<file path="src/rtl/tape_player.sv">
// CSW v1 tape player: walks a pulse image in a byte buffer and toggles the EAR
// level at the end of every pulse, timed in sample units derived from ce.
module tape_player #(
   parameter int unsigned CE_PER_SAMPLE = 136
) (
   input  logic        clk_sys,
   input  logic        reset,
   input  logic        ce,
   input  logic        play,
   input  logic        rewind,
   input  logic [19:0] buff_size,
   output logic [19:0] buff_addr,
   output logic        buff_rd,
   input  logic        buff_ready,
   input  logic [7:0]  buff_din,
   output logic        tape_out,
   output logic        active,
   output logic        done
);

   localparam int unsigned DIV_W = (CE_PER_SAMPLE > 1) ? $clog2(CE_PER_SAMPLE) : 1;
   localparam logic [DIV_W-1:0] DIV_LAST = DIV_W'(CE_PER_SAMPLE - 1);

   typedef enum logic [2:0] {
      StIdle,
      StFetch,
      StExt,
      StRun,
      StDone
   } state_t;

   state_t           state;
   logic [DIV_W-1:0] divider;
   logic [31:0]      count;
   logic             pending;
   logic [1:0]       ext_step;
   logic             held;
   logic [7:0]       held_byte;

   logic        fetching;
   logic        timing;
   logic        sample_tick;
   logic        byte_valid;
   logic        pend_eff;
   logic [7:0]  cur_byte;
   logic [19:0] addr_next;
   logic [19:0] addr_after;
   logic [31:0] ext_count;
   logic [31:0] load_src;
   logic [31:0] load_count;

   always_comb begin
      fetching    = (state == StFetch) || (state == StExt);
      timing      = fetching || (state == StRun);
      sample_tick = play && ce && timing && (divider == DIV_LAST);
      // A byte is consumed either straight off the bus or from the pause buffer.
      byte_valid  = play && fetching && (held || (buff_rd && buff_ready));
      cur_byte    = held ? held_byte : buff_din;
      addr_next   = buff_addr + 20'd1;
      addr_after  = held ? buff_addr : addr_next;
      ext_count   = count | ({24'd0, cur_byte} << {ext_step, 3'b000});
      load_src    = (state == StFetch) ? {24'd0, cur_byte} : ext_count;
      pend_eff    = pending || sample_tick;
      if (!pend_eff) begin
         load_count = load_src;
      end else if (load_src > 32'd1) begin
         load_count = load_src - 32'd1;
      end else begin
         load_count = 32'd1;
      end
   end

   always_ff @(posedge clk_sys or posedge reset) begin
      if (reset) begin
         state     <= StIdle;
         buff_addr <= '0;
         buff_rd   <= 1'b0;
         tape_out  <= 1'b0;
         active    <= 1'b0;
         done      <= 1'b0;
         divider   <= '0;
         count     <= '0;
         pending   <= 1'b0;
         ext_step  <= '0;
         held      <= 1'b0;
         held_byte <= '0;
      end else if (rewind) begin
         state     <= StIdle;
         buff_addr <= '0;
         buff_rd   <= 1'b0;
         tape_out  <= 1'b0;
         active    <= 1'b0;
         done      <= 1'b0;
         divider   <= '0;
         count     <= '0;
         pending   <= 1'b0;
         ext_step  <= '0;
         held      <= 1'b0;
      end else begin
         if (play && ce && timing) begin
            divider <= (divider == DIV_LAST) ? '0 : divider + 1'b1;
         end
         if (sample_tick && fetching) begin
            pending <= 1'b1;
         end
         // A read that lands while paused is parked until play returns.
         if (!play && fetching && buff_rd && buff_ready) begin
            held      <= 1'b1;
            held_byte <= buff_din;
            buff_rd   <= 1'b0;
            buff_addr <= addr_next;
         end
         if (byte_valid) begin
            held      <= 1'b0;
            buff_rd   <= 1'b0;
            buff_addr <= addr_after;
         end

         case (state)
            StIdle: begin
               if (play) begin
                  if (buff_size == '0) begin
                     state <= StDone;
                     done  <= 1'b1;
                  end else begin
                     state     <= StFetch;
                     active    <= 1'b1;
                     buff_addr <= '0;
                     buff_rd   <= 1'b1;
                  end
               end
            end
            StFetch: begin
               if (byte_valid) begin
                  if (cur_byte != 8'd0) begin
                     count   <= load_count;
                     pending <= 1'b0;
                     state   <= StRun;
                  end else begin
                     count    <= '0;
                     ext_step <= '0;
                     if (addr_after < buff_size) begin
                        state   <= StExt;
                        buff_rd <= 1'b1;
                     end else begin
                        state  <= StDone;
                        active <= 1'b0;
                        done   <= 1'b1;
                     end
                  end
               end
            end
            StExt: begin
               if (byte_valid) begin
                  if (ext_step != 2'd3) begin
                     count    <= ext_count;
                     ext_step <= ext_step + 2'd1;
                     if (addr_after < buff_size) begin
                        buff_rd <= 1'b1;
                     end else begin
                        state  <= StDone;
                        active <= 1'b0;
                        done   <= 1'b1;
                     end
                  end else if (ext_count == '0) begin
                     // Zero-length pulse: no edge, and the pending tick carries over.
                     if (addr_after < buff_size) begin
                        state   <= StFetch;
                        buff_rd <= 1'b1;
                     end else begin
                        state  <= StDone;
                        active <= 1'b0;
                        done   <= 1'b1;
                     end
                  end else begin
                     count   <= load_count;
                     pending <= 1'b0;
                     state   <= StRun;
                  end
               end
            end
            StRun: begin
               if (sample_tick) begin
                  count <= count - 32'd1;
                  if (count == 32'd1) begin
                     tape_out <= ~tape_out;
                     if (buff_addr < buff_size) begin
                        state   <= StFetch;
                        buff_rd <= 1'b1;
                     end else begin
                        state  <= StDone;
                        active <= 1'b0;
                        done   <= 1'b1;
                     end
                  end
               end
            end
            default: begin
            end
         endcase
      end
   end

endmodule

</file>
<file path="config.mk">
export PLATFORM = sky130hd
export DESIGN_NAME = tape_player
export DESIGN_NICKNAME = d
export VERILOG_FILES = /design/src/rtl/tape_player.sv
export SDC_FILE = /design/constraint.sdc
export NUM_CORES = 1
export LEC_CHECK = 0
export CORE_MARGIN = 5
export CORE_UTILIZATION = 34
export DETAILED_ROUTE_END_ITERATION = 8
export PLACE_DENSITY = 0.57
export RECOVER_POWER = 50
export SLEW_MARGIN = 5
export SYNTH_ARGS = -nofsm -noshare
export SYNTH_HDL_FRONTEND = slang
export SYNTH_SLANG_ARGS = --single-unit
export TNS_END_PERCENT = 20
</file>
<file path="constraint.sdc">
create_clock -name clk_sys -period 9.8 [get_ports clk_sys]
set_clock_uncertainty 0.15 [all_clocks]
set_input_delay 1.96 -clock clk_sys [delete_from_list [all_inputs] [get_ports clk_sys]]
set_output_delay 1.96 -clock clk_sys [all_outputs]
set_load 0.005 [all_outputs]
</file>
==> impl_metrics.py, run 1 <==
metrics = {
    "logic_synthesis": {
        "yosysTopAreaCell": "dfrtp_1",
        "synth_top_cell_area_share_pct": 24.72,
        "synth_edf_count": 0,
        "synth_cell_types": 82,
        "synth_commonest_cells": "a21oi_1 (107), nor2_1 (100), nand2_1 (89)",
        "synthCells": 1043,
        "syn_avg_cell_area_sq_um": 7.668,
        "synth_ff_type": "dfrtp_1",
        "ys_seq_elements": 79,
        "synthTopCellsByArea": "dfrtp_1 (25%), ha_1 (7.0%), a21oi_1 (6.7%)",
        "synth.yosys.seq_area_share_pct": 24.72,
        "yosysMostFrequentCell": "a21oi_1",
        "syn_nets": 1122,
        "async_flop_share_pct": 100.0,
        "synth_warnings": 0,
        "synth_area_sq_um": 7998,
    },
    "detailed_routing": {
        "viasPerCell": 6.118,
        "ant_nets": 0,
        "wl_per_cell_um": 21.21,
        "wirelength_um": 29490,
        "drt_pass1_iterations": 6,
        "drt_iter0_drc": 915,
        "dr_total_vias": 8504,
        "post-route-drc-count": 0,
    },
    "clock_network": {
        "clk_pin_slew_worst_paths_ns": 0.07,
        "cts-buffers-inserted": 9,
        "post_cts_buffers": 0,
        "cts_sinks": 79,
        "clockRootBuffer": "clkbuf_16",
        "cts_tree": "yes",
        "ctsHoldBuffers": 0,
        "cts_resized": 0,
        "h-tree-depth": 3,
        "clk_latency_ns": 0.36,
        "clock_path_buffers": 2,
    },
    "worst_setup_path": {
        "startpoint": "buff_din[3]",
        "path_cells": "clkdlybuf4s50_1, mux2i_1, o21ai_1, a2111oi_0, o2111a_1, a311o_1, a21oi_1, o21ai_1, o21ai_1",
        "start_kind": "primary input",
        "slowest_delay_ns": 1.04,
        "cpLargestDelayFamily": "compound AO/OA/AOI/OAI gates",
        "cp_num_cells": 9,
        "slowest_stage": "a2111oi_0",
        "ff2ff_setup_slack_ns": 4.57,
        "cp-end-kind": "flop",
        "required_ns": 9.87,
        "r2r-start": "held",
        "worst_path_most_repeated_cell": "o21ai_1",
        "critical_path_buf_inv_count": 1,
        "reg2reg_depth": 9,
        "r2r-end": "count[9]",
        "critPathKind": "primary input to flop",
        "critical_path_peak_fanout": 12,
        "cp.arrival_ns": 6.16,
    },
    "floorplan": {
        "initial_core_util_pct": 34.28,
        "die_x_um": 163.4,
        "num_io_pins": 58,
        "die_area_sq_um": 26690,
        "fp-row-count": 56,
        "core-area_sq_um": 23330,
        "dieHeight_um": 163.4,
    },
    "global_route": {
        "grt_pass1_wl_um": 46130,
        "top_usage_layer": "met2",
        "grt_overflow": 0,
        "globalRouteMet2Util_pct": 33.36,
        "grt_usage_pct": 21.88,
        "grt_use_met3_pct": 3.533,
        "antenna_found_initial": 0,
        "grt_pass1_vias": 7980,
        "grt_start_max_net_pins": 49,
        "grt_use_met1_pct": 30.66,
    },
    "power_and_ir_drop": {
        "ir_worst_vdd_mv": 0.09199,
        "p_per_area_nw_per_um2": 119.3,
        "p_leak_nw": 3.778,
        "finalPower_mw": 1.091,
    },
    "placement": {
        "place_congestion": 1.018,
        "port_buffers": 57,
        "dp_hpwl_um": 21580,
    },
    "timing": {
        "slew-limit-headroom_pct": -75.92,
        "max_freq_mhz": 164.3,
        "fin_crit_ns": 6.086,
        "finalCritPeriodShare_pct": 62.10,
        "setup_violations": 0,
        "hold_viol": 0,
        "rsz0062_at_grt": "false",
        "slew_viol_final": 82,
        "tightest_slew_ns": 2.639,
        "tns_ns": 0,
    },
    "final_layout": {
        "drive_above_1_share_pct": 7.096,
        "area_growth_syn_to_layout_pct": 14.35,
        "antenna_cells": 0,
        "fin_nets": 1145,
        "fillers": 2455,
    },
    "outcome": {
        "violations": "capacitance limit, slew limit",
        "status": "finished, violations left",
    },
    "run": {
        "max_cap_violations": 2,
    },
    "hold_path": {
        "whs_endpoint": "done",
        "hold_path_depth": 2,
        "min_from": "done",
        "hold_class": "flop to flop",
    },
}
## how the worst max path moves through the flow
| stage | slack, ns | end |
|---|---|---|
| 2_1_floorplan | 5.31 | count[8] |
| 3_3_place_gp | 3.65 | count[10] |
| 3_5_place_dp | 3.62 | count[9] |
| 4_1_cts | 3.96 | count[9] |
| 5_1_grt | 3.25 | ext_step[1] |
| 6_report | 3.71 | count[9] |
## placed cells by master (no fill, tap or decap), types with 20 or more instances in the layout
cell type        count
ha_1                45
xnor2_1             29
nand3_1             22
o21ai_1             24
nor2_1             100
inv_1               38
nand2_1             89
clkdlybuf4s50_1     44
a21oi_1            107
o21ai_0             55
xor2_1              36
nor3_1              32
nor4_1              22
or3_1               20
dfrtp_1             79
## report_power, final
group	internal (mW)	leakage [nW]	switching [mW]	total [mW]
registers	0.352	1.08	0.0454	0.398
logic	0.130	2.56	0.225	0.355
clock network	0.183	0.138	0.156	0.339
total	0.665	3.78	0.426	1.09
## flip-flops by register name (all words and copies together) (netlist names)
register and cells:
state 3, divider 8, count 32, held_byte 8
done 1, tape_out 1, held 1, ext_step 2
pending 1, buff_addr 20, active 1, buff_rd 1
## logic make-up after synthesis
| group | share of synthesized area, % |
|---|---|
| buf+inv | 5.194 |
| compound gates | 29.52 |
| fa+ha+maj | 7.040 |
| flops | 24.72 |
| simple gates | 23.50 |
| mux | 2.910 |
| xor+xnor | 7.118 |
## stage by stage
step | instances | worst slack (ns) | area, sq um | util (%) | hold WS [ns]
global placement | 1374 | 3.654 | 8857 | 37.96 | 0.3391
detailed placement | 1374 | 3.624 | 8857 | 37.96 | 0.3556
CTS | 1390 | 3.956 | 9149 | 39.21 | 0.3715
finish | 1390 | 3.714 | 9145 | 39.19 | 0.3590
global route | 1390 | 3.245 | 9145 | 39.19 | 0.4229
floorplan | 1043 | 5.310 | 7998 | - | 0.3360
## area by class of cell
| type | count | area, sq um | share of cell area (%) |
|---|---|---|---|
| Timing Repair Buffer | 75 | 701.9 | 7.675 |
| Clock inverter | 6 | 52.55 | 0.5746 |
| Clock buffer | 10 | 239.0 | 2.613 |
| Multi-Input combinational cell | 862 | 5628 | 61.54 |
| Inverter | 39 | 147.6 | 1.614 |
| Sequential cell | 79 | 1977 | 21.62 |
| Tap cell | 319 | 399.1 | 4.364 |
## worst reg2reg max path, delay by kind of cell (launching register included)
family | cells | cell delay (ns)
flip-flops | 1 | 0.76
multiplexers | 1 | 0.74
AO/OA/AOI/OAI | 7 | 3.06
buffers and inverters | 1 | 0.39
## routing by layer
metal  share of wire, %  wire (um)
met3                7.9       2321
met1                 45      13260
met2                 44      12860
met5                  0          0
met4                3.5       1046
(Power assumes the default switching activity.)
==> inputs of run 2 (changes only) <==
- clock period: 9.8 -> 6.2 ns (I/O delays scaled with it)
==> run 2 against run 1 <==
Effect of this change:
- the flow finishes with violations (capacitance limit)
- sequential power rose by 58%
- worst hold slack got worse by 0.0050 ns
- clock-buffer cell count is 1 higher
- non-clock buffer count increased by 5
- critical path type unchanged
- first-iteration DRC count decreased by 3.1%
- critical endpoint is now count[20]
==> impl_metrics.py, run 2 (synthesis results as in run 1) <==
metrics = {
    "outcome": {
        "status": "finished, violations left",
        "violations": "capacitance limit",
    },
    "worst_setup_path": {
        "r2r-end": "state[0]",
        "cp-end-kind": "flop",
        "cp.arrival_ns": 5.01,
        "worst_path_most_repeated_cell": "o21ai_1",
        "ff2ff_setup_slack_ns": 1.55,
        "cpLargestDelayFamily": "compound AO/OA/AOI/OAI gates",
        "critical_path_buf_inv_count": 1,
        "critPathKind": "primary input to flop",
        "startpoint": "buff_din[3]",
        "r2r-start": "buff_addr[0]",
        "slowest_delay_ns": 0.98,
        "critical_path_peak_fanout": 12,
        "start_kind": "primary input",
        "slowest_stage": "a2111oi_0",
        "required_ns": 6.27,
        "path_cells": "clkdlybuf4s50_1, mux2i_1, o21ai_1, a2111oi_0, o2111a_1, a311o_1, a21oi_1, o21ai_1, o21ai_1",
        "reg2reg_depth": 15,
    },
    "timing": {
        "fin_crit_ns": 4.945,
        "slew-limit-headroom_pct": 0.2725,
        "tns_ns": 0,
        "setup_violations": 0,
        "tightest_slew_ns": 1.488,
        "hold_viol": 0,
        "finalCritPeriodShare_pct": 79.75,
        "rsz0062_at_grt": "false",
        "max_freq_mhz": 202.2,
        "slew_viol_final": 0,
    },
    "run": {
        "max_cap_violations": 1,
    },
    "placement": {
        "place_congestion": 0.9854,
        "dp_hpwl_um": 21480,
        "port_buffers": 57,
    },
    "power_and_ir_drop": {
        "p_per_area_nw_per_um2": 186.6,
        "ir_worst_vdd_mv": 0.1275,
        "p_leak_nw": 3.801,
        "finalPower_mw": 1.711,
    },
    "clock_network": {
        "h-tree-depth": 3,
        "cts_sinks": 79,
        "cts-buffers-inserted": 9,
        "post_cts_buffers": 0,
        "clk_latency_ns": 0.36,
        "cts_tree": "yes",
        "clock_path_buffers": 2,
        "clockRootBuffer": "clkbuf_16",
        "clk_pin_slew_worst_paths_ns": 0.07,
        "cts_resized": 0,
        "ctsHoldBuffers": 0,
    },
    "floorplan": {
        "dieHeight_um": 163.4,
        "initial_core_util_pct": 34.28,
        "die_area_sq_um": 26690,
        "fp-row-count": 56,
        "core-area_sq_um": 23330,
        "die_x_um": 163.4,
        "num_io_pins": 58,
    },
    "hold_path": {
        "min_from": "done",
        "hold_class": "flop to flop",
        "hold_path_depth": 2,
        "whs_endpoint": "done",
    },
    "detailed_routing": {
        "wl_per_cell_um": 21.08,
        "wirelength_um": 29410,
        "dr_total_vias": 8540,
        "drt_iter0_drc": 887,
        "viasPerCell": 6.122,
        "ant_nets": 0,
        "post-route-drc-count": 0,
        "drt_pass1_iterations": 5,
    },
    "global_route": {
        "grt_usage_pct": 22.04,
        "grt_overflow": 0,
        "grt_pass1_wl_um": 46430,
        "grt_start_max_net_pins": 51,
        "antenna_found_initial": 0,
        "grt_pass1_vias": 8107,
    },
    "final_layout": {
        "antenna_cells": 0,
        "fillers": 2455,
        "drive_above_1_share_pct": 7.435,
        "layout_common_cells": "a21oi_1 (107), nor2_1 (100), nand2_1 (89)",
        "largest_register_ffs": 32,
        "final_common_cell": "a21oi_1",
        "area_growth_syn_to_layout_pct": 14.66,
        "reg.largest.list": "count x32, buff_addr x20",
        "top_register": "count",
        "fin_nets": 1150,
    },
}
[run 2: cell types whose count changed in the layout (fill, tap and decap cells not counted)]
cell,before,now
buf_4,17,22
clkbuf_2,0,1
clkdlybuf4s50_1,44,46
clkinv_2,0,1
clkinvlp_4,2,1
dlygate4sd3_1,13,11
inv_6,2,1
nor4_1,22,23
nor4_2,3,2
[run 2: per-layer routing]
layer,vias to the layer above,part of all wire (%),GRT usage [%]
li1,3978,-,-
met1,4061,45,31.16
met2,412,44,33.72
met3,89,7.4,3.356
met4,0,4.0,8.807
met5,-,0,0
[run 2: area by class of cell]
| cell class | count | area, sq um | share of cell area, % |
|---|---|---|---|
| multi-input combinational | 862 | 5622 | 61.30 |
| sequential | 79 | 1977 | 21.56 |
| timing repair buffer | 80 | 740.7 | 8.078 |
| tap | 319 | 399.1 | 4.353 |
| clock buffer | 11 | 242.7 | 2.647 |
| inverter | 39 | 147.6 | 1.610 |
| clock inverter | 5 | 41.29 | 0.4503 |
[run 2: how the worst max path moves through the flow]
stage                      to  cells past startpoint
finish              count[20]                      9
global route        count[14]                      9
CTS                 count[20]                      9
floorplan            state[0]                     15
detailed placement  count[20]                      9
global placement    count[28]                      9
[run 2: where the power goes]
group	internal, mW	switching, mW	leakage [nW]
Combinational	0.206	0.350	2.58
Clock	0.287	0.238	0.138
Sequential	0.557	0.0729	1.08
Total	1.05	0.661	3.80
[run 2: worst register-to-register path, stage by stage (launching register included)]
cell	delay (ns)
dfrtp_1	0.47
ha_1	0.25
nand3_1	0.23
nor4_1	0.54
nand3_1	0.21
or2_2	0.37
nor2_1	0.25
nand2_1	0.11
xnor2_1	0.15
ha_1	0.19
a21o_1	0.17
a21o_1	0.16
a21oi_1	0.62
a31oi_1	0.29
o211a_1	0.19
a22o_1	0.19
[run 2: per-stage QoR]
step / util, % / cells / area, sq um / hold WS (ns) / setup slack [ns]
after detailed placement: 38.10 / 1379 / 8889 / 0.3531 / 1.080
after floorplan: - / 1043 / 7998 / 0.3360 / 2.206
after global placement: 38.10 / 1379 / 8889 / 0.3372 / 1.187
after CTS: 39.31 / 1395 / 9173 / 0.3690 / 1.419
after global routing: 39.30 / 1395 / 9170 / 0.4127 / 1.086
final: 39.30 / 1395 / 9170 / 0.3540 / 1.255
==> inputs of run 3 (changes only) <==
- PLACE_DENSITY: 0.57 -> 0.59
- clock period: 6.2 -> 4.2 ns (I/O delays scaled with it)
==> run 3 against run 2 <==
Effect of this change:
- the run ends with capacitance limit, slew limit left
- sequential cell count unchanged
- via count up 4.3%
- die area unchanged
- final area up 5.8%
- combinational power up 63%
- global-route usage up 0.41 points
- total power up 54%
- setup slack worse by 1.1 ns
- critical path depth up 1
- sequential share of layout area down 1.2 points
- sequential power up 43%
- utilization up 2.3 points
- largest power group is now combinational cells
==> impl_metrics.py, run 3 (synthesis results as in run 1) <==
metrics = {
    "clock_network": {
        "cts-buffers-inserted": 9,
        "cts_resized": 0,
        "clk_latency_ns": 0.36,
        "clk_pin_slew_worst_paths_ns": 0.07,
        "clockRootBuffer": "clkbuf_16",
        "post_cts_buffers": 0,
        "cts_tree": "yes",
        "cts_sinks": 79,
        "clock_path_buffers": 2,
        "h-tree-depth": 3,
        "ctsHoldBuffers": 0,
    },
    "worst_setup_path": {
        "ff2ff_setup_slack_ns": 0.24,
        "critical_path_peak_fanout": 12,
        "critPathKind": "primary input to flop",
        "cp-end-kind": "flop",
        "reg2reg_depth": 17,
        "cp.arrival_ns": 4.15,
        "start_kind": "primary input",
        "r2r-start": "buff_addr[0]",
        "r2r-end": "active",
        "required_ns": 4.32,
    },
    "global_route": {
        "grt_use_met1_pct": 30.80,
        "grt_pass1_wl_um": 47590,
        "antenna_found_initial": 0,
        "grt_overflow": 0,
        "grt_use_met3_pct": 5.349,
        "top_usage_layer": "met2",
        "grt_start_max_net_pins": 49,
        "grt_usage_pct": 22.46,
        "globalRouteMet2Util_pct": 34.74,
        "grt_pass1_vias": 8370,
    },
    "final_layout": {
        "reg.largest.list": "count x32, buff_addr x20",
        "layout_common_cells": "a21oi_1 (107), nor2_1 (99), nand2_1 (89)",
        "area_growth_syn_to_layout_pct": 21.35,
        "largest_register_ffs": 32,
        "final_cell_area_sq_um": 9706,
        "fin_nets": 1216,
        "stdcell_count": 1461,
        "final_common_cell": "a21oi_1",
        "antenna_cells": 0,
        "top_register": "count",
        "drive_above_1_share_pct": 13.05,
        "utilization_pct": 41.60,
    },
    "power_and_ir_drop": {
        "p_leak_nw": 4.114,
        "finalPower_mw": 2.637,
        "ir_worst_vdd_mv": 0.1858,
        "p_per_area_nw_per_um2": 271.7,
    },
    "floorplan": {
        "num_io_pins": 58,
        "fp-row-count": 56,
        "die_area_sq_um": 26690,
        "dieHeight_um": 163.4,
        "die_x_um": 163.4,
        "core-area_sq_um": 23330,
        "initial_core_util_pct": 34.28,
    },
    "timing": {
        "tightest_slew_ns": 1.592,
        "whs_ns": 0.3487,
        "setup_ws_ns": 0.1727,
        "rsz0062_at_grt": "false",
        "slew-limit-headroom_pct": -6.725,
        "max_freq_mhz": 248.3,
        "finalCritPeriodShare_pct": 95.89,
        "fin_crit_ns": 4.027,
        "hold_viol": 0,
        "tns_ns": 0,
        "setup_violations": 0,
        "slew_viol_final": 33,
    },
    "detailed_routing": {
        "post-route-drc-count": 0,
        "dr_total_vias": 8903,
        "wirelength_um": 30310,
        "wl_per_cell_um": 20.75,
        "viasPerCell": 6.094,
        "drt_iter0_drc": 1047,
        "ant_nets": 0,
        "drt_pass1_iterations": 6,
    },
    "outcome": {
        "violations": "capacitance limit, slew limit",
        "status": "finished, violations left",
    },
    "placement": {
        "place_congestion": 0.9496,
        "dpl_cell_area_sq_um": 9402,
        "port_buffers": 57,
        "dp_hpwl_um": 22440,
        "pre_cts_ws_ns": -0.05369,
        "dp.cells": 1445,
    },
    "hold_path": {
        "hold_class": "flop to flop",
        "whs_endpoint": "done",
        "hold_path_depth": 2,
        "min_from": "done",
    },
    "run": {
        "max_cap_violations": 1,
    },
}
==> run 3: changes by cell type in the layout (fill, tap and decap cells not counted), moves of 2 or more <==
cell,previous run,this run
clkbuf_1,1,4
dlygate4sd3_1,11,6
buf_4,22,86
nor3_1,32,30
clkdlybuf4s50_1,46,51
nor3_2,3,5
==> run 3: cell type report <==
type | instances | area (sq um)
Clock buffer | 12 | 246.5
Clock inverter | 4 | 55.05
Fill cell | 2399 | 13630
Inverter | 39 | 147.6
Multi-Input combinational cell | 862 | 5652
Sequential cell | 79 | 1977
Tap cell | 319 | 399.1
Timing Repair Buffer | 146 | 1229
==> run 3: metal layers <==
layer / vias to the layer above / share of wire, %
met2: 432 / 44
met1: 4285 / 43
met5: - / 0
li1: 4113 / -
met3: 73 / 9.6
met4: 0 / 3.1
==> run 3: worst max-delay path by stage <==
stage / from / end / slack [ns] / cells past startpoint
after floorplan: held / state[0] / 0.21 / 15
after global placement: buff_din[1] / count[29] / 0.07 / 9
after detailed placement: buff_din[1] / count[10] / -0.05 / 10
after CTS: buff_addr[0] / active / 0.13 / 17
after global routing: buff_addr[0] / state[0] / 0.02 / 18
final: buff_din[1] / count[10] / 0.17 / 10
==> run 3: critical path, stage by stage <==
cell,delay (ns)
clkdlybuf4s50_1,0.60
nor4_1,0.12
o21ai_1,0.58
a21oi_1,0.15
o2111ai_1,0.20
o32ai_4,0.15
nor2_1,0.87
o21ai_1,0.26
buf_4,0.24
o21ai_1,0.13
==> run 3: power by group <==
group / leakage (nW) / switching, mW / internal [mW]
clock: 0.143 / 0.347 / 0.480
sequential: 1.08 / 0.0782 / 0.822
combinational: 2.89 / 0.567 / 0.342
